<file path="src/rtl/spi_controller.sv">
// SPI slave transaction sequencer.
// Tracks one chip-select framed transaction: an address/RW frame, then either a
// read (load shift register, drive MISO for one frame) or a write (collect one
// frame, then strobe the data memory). All strobes are decoded from the state
// register alone, so they are glitch-free and last exactly one state dwell.
module spi_controller #(
    parameter int DATA_WIDTH = 8,
    parameter int CNT_WIDTH  = 3
) (
    input  logic       clk,
    input  logic       reset,
    input  logic       chipSelect,
    input  logic       sclkPosEdge,
    input  logic       sclkNegEdge,
    input  logic       rwBit,
    output logic       addrLatchEnable,
    output logic       srWriteEnable,
    output logic       dmWriteEnable,
    output logic       misoBufferEnable,
    output logic [2:0] fsmState
);

    localparam logic [2:0] IDLE        = 3'd0;
    localparam logic [2:0] GET_ADDR    = 3'd1;
    localparam logic [2:0] LATCH_ADDR  = 3'd2;
    localparam logic [2:0] READ_LOAD   = 3'd3;
    localparam logic [2:0] READ_SEND   = 3'd4;
    localparam logic [2:0] WRITE_GET   = 3'd5;
    localparam logic [2:0] WRITE_STORE = 3'd6;
    localparam logic [2:0] DONE        = 3'd7;

    // Count value seen on the edge pulse that completes a frame.
    localparam logic [CNT_WIDTH-1:0] LAST_COUNT = CNT_WIDTH'(DATA_WIDTH - 1);

    logic [2:0]           stateReg;
    logic [2:0]           stateNext;
    logic [CNT_WIDTH-1:0] countReg;
    logic [CNT_WIDTH-1:0] countNext;

    // Next-state and edge-counter logic; chip-select release aborts from anywhere.
    always_comb begin
        stateNext = stateReg;
        countNext = countReg;
        if (stateReg != IDLE && chipSelect) begin
            stateNext = IDLE;
            countNext = '0;
        end else begin
            case (stateReg)
                IDLE: begin
                    countNext = '0;
                    if (!chipSelect) begin
                        stateNext = GET_ADDR;
                    end
                end
                GET_ADDR: begin
                    // Only rising SCLK edges sample MOSI; falling edges are ignored here.
                    if (sclkPosEdge) begin
                        if (countReg == LAST_COUNT) begin
                            stateNext = LATCH_ADDR;
                            countNext = '0;
                        end else begin
                            countNext = countReg + 1'b1;
                        end
                    end
                end
                LATCH_ADDR: begin
                    countNext = '0;
                    stateNext = rwBit ? READ_LOAD : WRITE_GET;
                end
                READ_LOAD: begin
                    stateNext = READ_SEND;
                end
                READ_SEND: begin
                    // MISO shifts out on falling SCLK edges.
                    if (sclkNegEdge) begin
                        if (countReg == LAST_COUNT) begin
                            stateNext = DONE;
                            countNext = '0;
                        end else begin
                            countNext = countReg + 1'b1;
                        end
                    end
                end
                WRITE_GET: begin
                    if (sclkPosEdge) begin
                        if (countReg == LAST_COUNT) begin
                            stateNext = WRITE_STORE;
                            countNext = '0;
                        end else begin
                            countNext = countReg + 1'b1;
                        end
                    end
                end
                WRITE_STORE: begin
                    stateNext = DONE;
                end
                DONE: begin
                    // Hold here, ignoring SCLK, until chip select goes high.
                    stateNext = DONE;
                end
                default: begin
                    stateNext = IDLE;
                    countNext = '0;
                end
            endcase
        end
    end

    // State and counter registers with synchronous reset.
    always_ff @(posedge clk) begin
        if (reset) begin
            stateReg <= IDLE;
            countReg <= '0;
        end else begin
            stateReg <= stateNext;
            countReg <= countNext;
        end
    end

    // Moore output decode: each strobe belongs to exactly one state, so at most one is high.
    always_comb begin
        addrLatchEnable  = (stateReg == LATCH_ADDR);
        srWriteEnable    = (stateReg == READ_LOAD);
        dmWriteEnable    = (stateReg == WRITE_STORE);
        misoBufferEnable = (stateReg == READ_SEND);
        fsmState         = stateReg;
    end

endmodule

</file>
<file path="config.mk">
export PLATFORM = sky130hd
export DESIGN_NAME = spi_controller
export DESIGN_NICKNAME = d
export VERILOG_FILES = /design/src/rtl/spi_controller.sv
export SDC_FILE = /design/constraint.sdc
export NUM_CORES = 1
export LEC_CHECK = 0
export ABC_AREA = 1
export CAP_MARGIN = 15
export CORE_AREA = 10 10 47 49
export DETAILED_ROUTE_END_ITERATION = 8
export DIE_AREA = 0 0 57 59
export DONT_BUFFER_PORTS = 1
export PLACE_DENSITY = 0.52
export SYNTH_ARGS = -nofsm -noshare
export SYNTH_HDL_FRONTEND = slang
export SYNTH_SLANG_ARGS = --single-unit
export TNS_END_PERCENT = 50
</file>
<file path="constraint.sdc">
create_clock -name clk -period 2.5 [get_ports clk]
set_clock_uncertainty 0.1 [all_clocks]
set_input_delay 0.5 -clock clk [delete_from_list [all_inputs] [get_ports clk]]
set_output_delay 0.5 -clock clk [all_outputs]
set_load 0.05 [all_outputs]
</file>
=== Word level (Yosys, flattened, before mapping) ===
Cells that the tools add are included.

* Register bits: 6
* Bits of input ports: 6
* Word-level logic and storage cells: 42

* Add/subtract/negate cells: 1
* Eq/ne operators: 16
* Muxes and demuxes: 13
* Reduce and logical (&&, ||, !) cells: 10

{| class="wikitable"
|+ Operator list
! cell !! count
|-
| two-way mux 3 bit || 11
|-
| one-hot mux 3 bit (7 select lines) || 1
|-
| == test 3 bit, second input constant || 5
|-
| != test 2 bit, second input constant || 6
|-
| one-hot mux 3 bit (3 select lines) || 1
|-
| OR reduction 2 bit || 4
|-
| AND reduction 7 bit || 1
|-
| == test 3 x 2 -> 1 bit, second input constant || 2
|-
| nonzero test 3 bit || 2
|-
| != test 2 x 1 -> 1 bit, second input constant || 2
|-
| adder 3 x 1 -> 3 bit, second input constant || 1
|-
| == test 3 x 1 -> 1 bit, second input constant || 1
|-
| logical NOT 3 bit || 1
|-
| AND reduction 3 bit || 1
|-
| logical AND 1 bit || 1
|}

=== Depth between registers and ports, before layout ===
Gate-level depths: netlist of run 1.

* Word-level depth: 4
* Mapped depth: 8

=== Worst setup path before layout of run 1 ===
OpenSTA, ideal clock, no wires.

* Path kind: flip-flop to output port
* Start point: register stateReg[2] (netlist: fsmState[2])
* End point: output port dmWriteEnable
* Arrival time: 1958 ps
* Required time: 1900 ps
* Setup slack: -58 ps
* Stages on the path, launching flop included: 3
* Buffers on the path: 0
* Path through: dfxtp_1 inv_2 nor3_1

* Word-level cells in the longest chain between the ends: 1

{| class="wikitable"
|+ RTL lines
! element !! RTL line !! RTL
|-
| from (decl) || 35 || <nowiki>logic [2:0] stateReg;</nowiki>
|-
| from (signal assigned) || 115 || <nowiki>stateReg <= stateNext;</nowiki>
|-
| == test 3 bit || 124 || <nowiki>dmWriteEnable = (stateReg == WRITE_STORE);</nowiki>
|-
| to (decl) || 18 || <nowiki>output logic dmWriteEnable,</nowiki>
|}

No other way between the ends.

=== Final worst setup path of run 1 ===
* Start point: register stateReg[1] (netlist: fsmState[1])
* End point: output port misoBufferEnable

* Word-level cells in the longest chain between the ends: 1

{| class="wikitable"
|+ RTL lines
! element !! RTL line !! RTL
|-
| == test 3 bit || 125 || <nowiki>misoBufferEnable = (stateReg == READ_SEND);</nowiki>
|-
| to (decl) || 19 || <nowiki>output logic misoBufferEnable,</nowiki>
|}

No other way between the ends.

==> results of run 1 <==
[worst paths after layout]
kind | startpoint | endpoint | slack, ns | depth (start not counted)
hold reg to reg | countReg[2] | countReg[2] | 0.37 | 2
setup reg to reg | fsmState[0] | fsmState[1] | 1.04 | 5
setup / recovery | fsmState[1] | misoBufferEnable | 0.63 | 3
hold / removal | reset | fsmState[0] | 0.31 | 3
[layout make-up]
type,instances,area [um2]
fill,159,897
sequential,6,120
multi-input combinational,43,251
inverter,10,37.5
tap,16,20.0
clock buffer,3,22.5
timing repair buffer,7,52.6
[power groups by stage]
stage          logic (mW)  clock network, mW  registers [mW]
2_1_floorplan       0.237                  0           0.180
3_3_place_gp        0.302                  0           0.159
3_5_place_dp        0.302                  0           0.159
4_1_cts             0.304             0.0943           0.157
5_1_grt             0.330             0.0987           0.161
6_report            0.297             0.0872           0.157
[worst max-delay path: cells and delay by family, from the launching register on]
| kind | cells | cell delay, ns |
|---|---|---|
| buf+inv | 2 | 0.46 |
| flops | 1 | 0.37 |
| simple gates | 1 | 0.20 |
[logic make-up (layout without fill, tap and decap cells)]
group                      Yosys count  in the layout  synth area share
AOI/OAI and AO/OA                   11             11             0.158
buffers and inverters               12             20             0.141
adders and majority gates            2              2            0.0586
and+or+nand+nor                     30             30             0.361
DFF                                  6              6             0.282
[metal layers]
| metal | up-vias | GRT usage |
|---|---|---|
| li1 | 214 | - |
| met2 | 12 | 0.0791 |
| met1 | 172 | 0.0575 |
| met4 | 0 | 0.0403 |
| met5 | - | 0 |
| met3 | 0 | 0.0536 |
[Yosys cell counts]
cell | number | area (um2)
nand2_1 | 10 | 37.5
inv_1 | 7 | 26.3
a21oi_1 | 6 | 30.0
dfxtp_1 | 6 | 120
nor2_1 | 6 | 22.5
inv_2 | 3 | 11.3
nand3_1 | 3 | 15.0
nor2_2 | 3 | 18.8
nor3_1 | 3 | 15.0
buf_6 | 2 | 22.5
ha_1 | 2 | 25.0
o21ai_0 | 2 | 10.0
a21oi_4 | 1 | 16.3
a31oi_1 | 1 | 6.26
nand2_2 | 1 | 6.26
nand3_2 | 1 | 10.0
nand3b_1 | 1 | 7.51
nor2_4 | 1 | 11.3
nor3_2 | 1 | 10.0
o21ai_1 | 1 | 5.00
[flip-flops by register name (all words and copies together), names as in the netlist]
register  flops
countReg      3
fsmState      3
[cells in the final DEF, fill, tap and decap left out]
cell type	instances
buf_4	7
nor3_2	2
nand2_1	10
nor3_1	2
o21ai_0	2
inv_1	7
clkbuf_4	3
nand3_1	3
nand3b_1	1
o21ai_1	1
ha_1	2
nor2_1	6
dfxtp_1	6
nand2_2	1
nand3_2	1
a31oi_1	1
a21oi_4	1
nor2_4	1
nor2_2	3
inv_2	3
a21oi_1	6
==> results.yml, run 1 <==
status:
  status: "complete, no violations"
drt:
  viasPerCell: 4.68
  wl_met2_um: 431
  wl_um: 917
  drcViolationCount: 0
  dr_wl_met3_um: 111
  avgRoutedWirePerCell_um: 10.8
  drt_pass1_iterations: 4
  drt-met1-wl_um: 374
  detail-route-antenna-nets: 0
  drt_iter0_markers: 3
  num_vias: 398
  highest_layer: "met3"
floorplanning:
  ios: 13
  die_x_um: 57
  dieHeight_um: 59
  rows: 14
  start_util: 0.304
  coreArea_mm2: 0.00140
  die-area_mm2: 0.00336
cts:
  clkSlewWorstSetupHoldPaths_ns: 0.04
  cts.sinks: 6
  htree_levels: 1
  hold_buffers: 0
  post_cts_buffers: 0
  cts.repair.resized: 0
  numCtsBuffers: 3
  cts-root-buf: "clkbuf_4"
  clk_latency_ns: 0.24
  clockBufferDepth: 2
  cts_tree: "yes"
sta:
  tns_ns: 0
  hold_viol: 0
  max_freq_mhz: 536
  setup_slack_ns: 0.634
  tightest_slew_ns: 0.364
  rsz0062_at_grt: "no"
  maxSlewViolCount: 0
  period_share: 0.746
  period_needed_ns: 1.87
  finalSetupViolCount: 0
  maxSlewHeadroom: 0.757
  fin_hold_ws_ns: 0.313
logic_synthesis:
  syn_inst: 61
  synth_area_um2: 427
  ys_types: 20
  yosysWarnings: 0
  synth_nets: 69
  syn_avg_cell_area_um2: 6.99
  ys_ff_latch: 6
  yosysSeqAreaShare: 0.282
global_routing:
  grt_pass1_wl_mm: 1.47
  grt_max_degree: 10
  globalRouteTotalUtil: 0.0590
  grt_pass1_vias: 336
  gr-total-overflow: 0
  antenna_found_initial: 0
worst_setup_path:
  start_kind: "flop"
  crit_slowest_cell: "dfxtp_1"
  crit_path_max_fanout: 6
  crit_path_frequent_cell: "buf_4"
  critical_path_required_ns: 1.90
  path_cells: "buf_4, nor3_1, buf_4"
  worstSetupEndpointType: "output port"
  cpPeakStageDelay_ns: 0.37
  cp.arrival_ns: 1.27
  path_class: "reg2out"
finish:
  diodes: 0
  nets: 79
  final-instance-count-excl-fill: 85
  layout-drive-gt1-share: 0.319
  final_area_um2: 504
  finish.utilization: 0.360
  syn_to_final_growth_pct: 18.2
power:
  swShare: 0.502
  comb_power_share: 0.549
  p_sw_mw: 0.272
  vdd_drop_max_mv: 0.426
  clkPwrFrac: 0.161
  pwr-share-seq: 0.290
  pwr_density_cell_mw_per_mm2: 1070
  internal_power_mw: 0.270
  power_mw: 0.542
  p_leak_nw: 0.236
placed_design:
  dp.cells: 82
  port-buffer-count: 0
  place_congestion: 0.734
  place_ws_ns: 0.892
  post_dp_cell_area_um2: 482
  dpl.hpwl_um: 782
min_path:
  worstHoldPathType: "in2reg"
flow_run:
  maxCapViolCount: 0
Note: power is estimated with default switching activity, not from simulation.
==> run 2: changes to the inputs <==
clock period = 1.83 ns   (was 2.5 ns; I/O delays follow)
==> run 2 against run 1 <==
Net effect: final cell count unchanged; first-iteration DRC count up 100%; worst setup slack worse by 0.53 ns; sequential share of layout area down 1.5 points; core utilization up 3.3 points; hold slack worse by 0.15 ns; design area up 9.2%; register-to-register slack worse by 0.55 ns; wire length down 0.11%; critical path type unchanged; critical endpoint is now dmWriteEnable; largest cell class unchanged; largest power group unchanged; highest routed layer unchanged.
==> results.yml, run 2 (same netlist as run 1, synthesis figures left out) <==
global_routing:
  gr-total-overflow: 0
  grt_pass1_vias: 361
  grt_pass1_wl_mm: 1.59
  antenna_found_initial: 0
  grt_max_degree: 11
  globalRouteTotalUtil: 0.0597
drt:
  wl_um: 916
  avgRoutedWirePerCell_um: 10.8
  drt_iter0_markers: 6
  drt_pass1_iterations: 5
  detail-route-antenna-nets: 0
  num_vias: 381
  drcViolationCount: 0
  viasPerCell: 4.48
finish:
  diodes: 0
  layout-drive-gt1-share: 0.391
  fill_cells: 161
  syn_to_final_growth_pct: 29.0
  finish.utilization: 0.393
  final_cell_mix: "10 x nand2_1, 7 x inv_1, 6 x a21oi_1"
  nets: 79
  final_common_cell: "nand2_1"
worst_setup_path:
  cp.arrival_ns: 1.26
  path_class: "reg2out"
  crit_path_max_fanout: 9
  critical_path_required_ns: 1.36
  worstSetupEndpointType: "output port"
  crit_slowest_cell: "dfxtp_1"
  start_kind: "flop"
  cpPeakStageDelay_ns: 0.51
  path_cells: "inv_2, nor3_4, buf_12"
cts:
  cts.repair.resized: 0
  numCtsBuffers: 3
  cts_tree: "yes"
  cts-root-buf: "clkbuf_4"
  clockBufferDepth: 2
  clk_latency_ns: 0.24
  cts.sinks: 6
  htree_levels: 1
  clkSlewWorstSetupHoldPaths_ns: 0.04
  hold_buffers: 0
  post_cts_buffers: 0
floorplanning:
  coreArea_mm2: 0.00140
  die_x_um: 57
  dieHeight_um: 59
  start_util: 0.304
  die-area_mm2: 0.00336
  ios: 13
  rows: 14
sta:
  maxSlewHeadroom: 0.777
  rsz0062_at_grt: "no"
  hold_viol: 0
  period_share: 0.945
  maxSlewViolCount: 0
  period_needed_ns: 1.73
  max_freq_mhz: 579
  tns_ns: 0
  fin_hold_ws_ns: 0.168
  tightest_slew_ns: 0.334
  setup_slack_ns: 0.101
  finalSetupViolCount: 0
placed_design:
  place_congestion: 0.744
  place_ws_ns: 0.300
  port-buffer-count: 0
  dpl.hpwl_um: 756
power:
  power_mw: 0.762
  vdd_drop_max_mv: 0.573
  pwr_density_cell_mw_per_mm2: 1380
  p_leak_nw: 0.252
min_path:
  worstHoldPathType: "in2reg"
flow_run:
  maxCapViolCount: 0
status:
  status: "complete, no violations"
## run 2: per-stage QoR
stage	instance area, um2	instances
6_report	551	85
5_1_grt	551	85
4_1_cts	548	85
3_5_place_dp	526	82
3_3_place_gp	526	82
2_1_floorplan	450	61
## run 2: report_power, final
part | total [mW] | internal, mW | switching [mW]
clock | 0.120 | 0.0741 | 0.0463
sequential | 0.231 | 0.167 | 0.0637
combinational | 0.411 | 0.136 | 0.275
total | 0.762 | 0.377 | 0.385
## run 2: cell type report
type                    count  area (um2)  area share
repair buffers              7        77.6       0.141
inverters                  10        37.5      0.0682
well taps                  16        20.0      0.0364
clock buffers               3        22.5      0.0409
flip-flops and latches      6         123       0.223
multi-input cells          43         270       0.491
## run 2: path summary, 6_finish.rpt
kind | startpoint | end | slack, ns | cells past startpoint
worst min register to register | countReg[2] | countReg[2] | 0.37 | 2
worst max-delay path | fsmState[2] | dmWriteEnable | 0.10 | 3
worst max register to register | fsmState[2] | fsmState[0] | 0.49 | 7
worst min-delay path | reset | fsmState[0] | 0.17 | 3
## run 2: layer usage
metal,share of wire,global-route usage,vias up
met5,0,0,-
met3,0.12,0.0429,0
met4,0,0.0201,0
met1,0.43,0.0595,158
li1,-,-,212
met2,0.45,0.0961,11
## run 2: critical path: cells and delay by family, from the launching register on
| family | cells | cell delay, ns |
|---|---|---|
| buffers and inverters | 2 | 0.29 |
| AND/OR/NAND/NOR | 1 | 0.21 |
| flip-flops | 1 | 0.51 |
==> run 3: changes to the inputs <==
CAP_MARGIN = 20   (was 15)
GPL_TIMING_DRIVEN = 1   (was unset)
PLACE_DENSITY = 0.53   (was 0.52)
clock period = 1.5 ns   (was 1.83 ns; I/O delays follow)
==> run 3 against run 2 <==
Net effect: first-iteration DRC count down 100%; die area unchanged; largest cell class unchanged; count of clock-buffer cells in the layout up 1; critical endpoint is now addrLatchEnable.
==> results.yml, run 3 (same netlist as run 1, synthesis figures left out) <==
global_routing:
  globalRouteTotalUtil: 0.0579
  grt_pass1_wl_mm: 1.59
  antenna_found_initial: 0
  gr-total-overflow: 0
  grt_max_degree: 11
  grt_pass1_vias: 375
drt:
  viasPerCell: 4.58
  detail-route-antenna-nets: 0
  drcViolationCount: 0
  num_vias: 408
  drt_pass1_iterations: 1
  avgRoutedWirePerCell_um: 11.2
  wl_um: 998
  drt_iter0_markers: 0
cts:
  clk_latency_ns: 0.25
  numCtsBuffers: 3
  cts-root-buf: "clkbuf_4"
  clkSlewWorstSetupHoldPaths_ns: 0.06
  clockBufferDepth: 2
  hold_buffers: 0
  htree_levels: 1
  cts.sinks: 6
  cts_tree: "yes"
floorplanning:
  dieHeight_um: 59
  die-area_mm2: 0.00336
  start_util: 0.304
  coreArea_mm2: 0.00140
  ios: 13
  die_x_um: 57
  rows: 14
placed_design:
  place_ws_ns: 0.166
  dpl.hpwl_um: 798
  port-buffer-count: 0
  place_congestion: 0.741
finish:
  fill_cells: 143
  final_common_cell: "nand2_1"
  layout-drive-gt1-share: 0.425
  syn_to_final_growth_pct: 50.1
  nets: 82
  final_cell_mix: "10 x nand2_1, 7 x inv_1, 6 x a21oi_1"
  diodes: 0
min_path:
  worstHoldPathType: "in2reg"
worst_setup_path:
  worstSetupEndpointType: "output port"
  path_class: "reg2out"
  cp.arrival_ns: 1.08
  crit_path_max_fanout: 6
  r2r_setup_slack_ns: 0.16
  critical_path_required_ns: 1.10
  start_kind: "flop"
sta:
  hold_viol: 0
  max_freq_mhz: 673
  tightest_slew_ns: 0.207
  period_needed_ns: 1.48
  period_share: 0.990
  finalSetupViolCount: 0
  maxSlewHeadroom: 0.861
  fin_hold_ws_ns: 0.106
  rsz0062_at_grt: "yes"
  maxSlewViolCount: 0
  setup_slack_ns: 0.0151
  tns_ns: 0
flow_run:
  maxCapViolCount: 0
power:
  p_leak_nw: 0.273
  pwr_density_cell_mw_per_mm2: 1680
  power_mw: 1.08
  vdd_drop_max_mv: 0.655
status:
  status: "complete, no violations"
## run 3: cell count changes in the layout (fill, tap and decap cells not counted), sizes merged
cell and change:
buf +2, clkbuf +2
## run 3: critical path: stages, from the launching register on
cell and delay [ns]:
dfxtp_4 0.41, inv_4 0.07, nor3_4 0.19, buf_12 0.16
## run 3: where the power goes
| group | switching (mW) | internal [mW] | leakage [nW] |
|---|---|---|---|
| clock | 0.0682 | 0.101 | 0.0150 |
| combinational | 0.381 | 0.242 | 0.207 |
| sequential | 0.0739 | 0.210 | 0.0511 |
| total | 0.523 | 0.554 | 0.273 |
## run 3: metrics by stage
stage / cell area (um2) / util / instances
6_report: 641 / 0.457 / 89
5_1_grt: 641 / 0.457 / 89
4_1_cts: 616 / 0.439 / 87
3_5_place_dp: 577 / 0.412 / 82
3_3_place_gp: 577 / 0.412 / 82
2_1_floorplan: 477 / - / 61
## run 3: repair_timing
action	CTS	global route
cloned	0	0
gates resized for setup	2	0
buffers inserted	1	2
hold endpoints to repair	0	0
endpoints found under the setup margin	4	3
## run 3: layout make-up
cell class / instances / area (um2) / share of cell area
Clock buffer: 4 / 26.3 / 0.0410
Multi-Input combinational cell: 43 / 288 / 0.449
Inverter: 10 / 40.0 / 0.0625
Timing Repair Buffer: 10 / 135 / 0.211
Tap cell: 16 / 20.0 / 0.0313
Sequential cell: 6 / 131 / 0.205
## run 3: worst paths after layout
check / start / end / depth (start not counted)
max: fsmState[1] / addrLatchEnable / 3
min: reset / fsmState[2] / 3
max reg2reg: fsmState[2] / fsmState[0] / 7
min reg2reg: countReg[2] / countReg[2] / 2
## run 3: metal layers
| layer | vias up | wire [um] | part of all wire | global-route usage |
|---|---|---|---|---|
| li1 | 221 | - | - | - |
| met1 | 175 | 391 | 0.39 | 0.0534 |
| met2 | 12 | 511 | 0.51 | 0.101 |
| met3 | 0 | 95 | 0.095 | 0.0451 |
| met4 | 0 | 0 | 0 | 0.0101 |
| met5 | - | 0 | 0 | 0 |
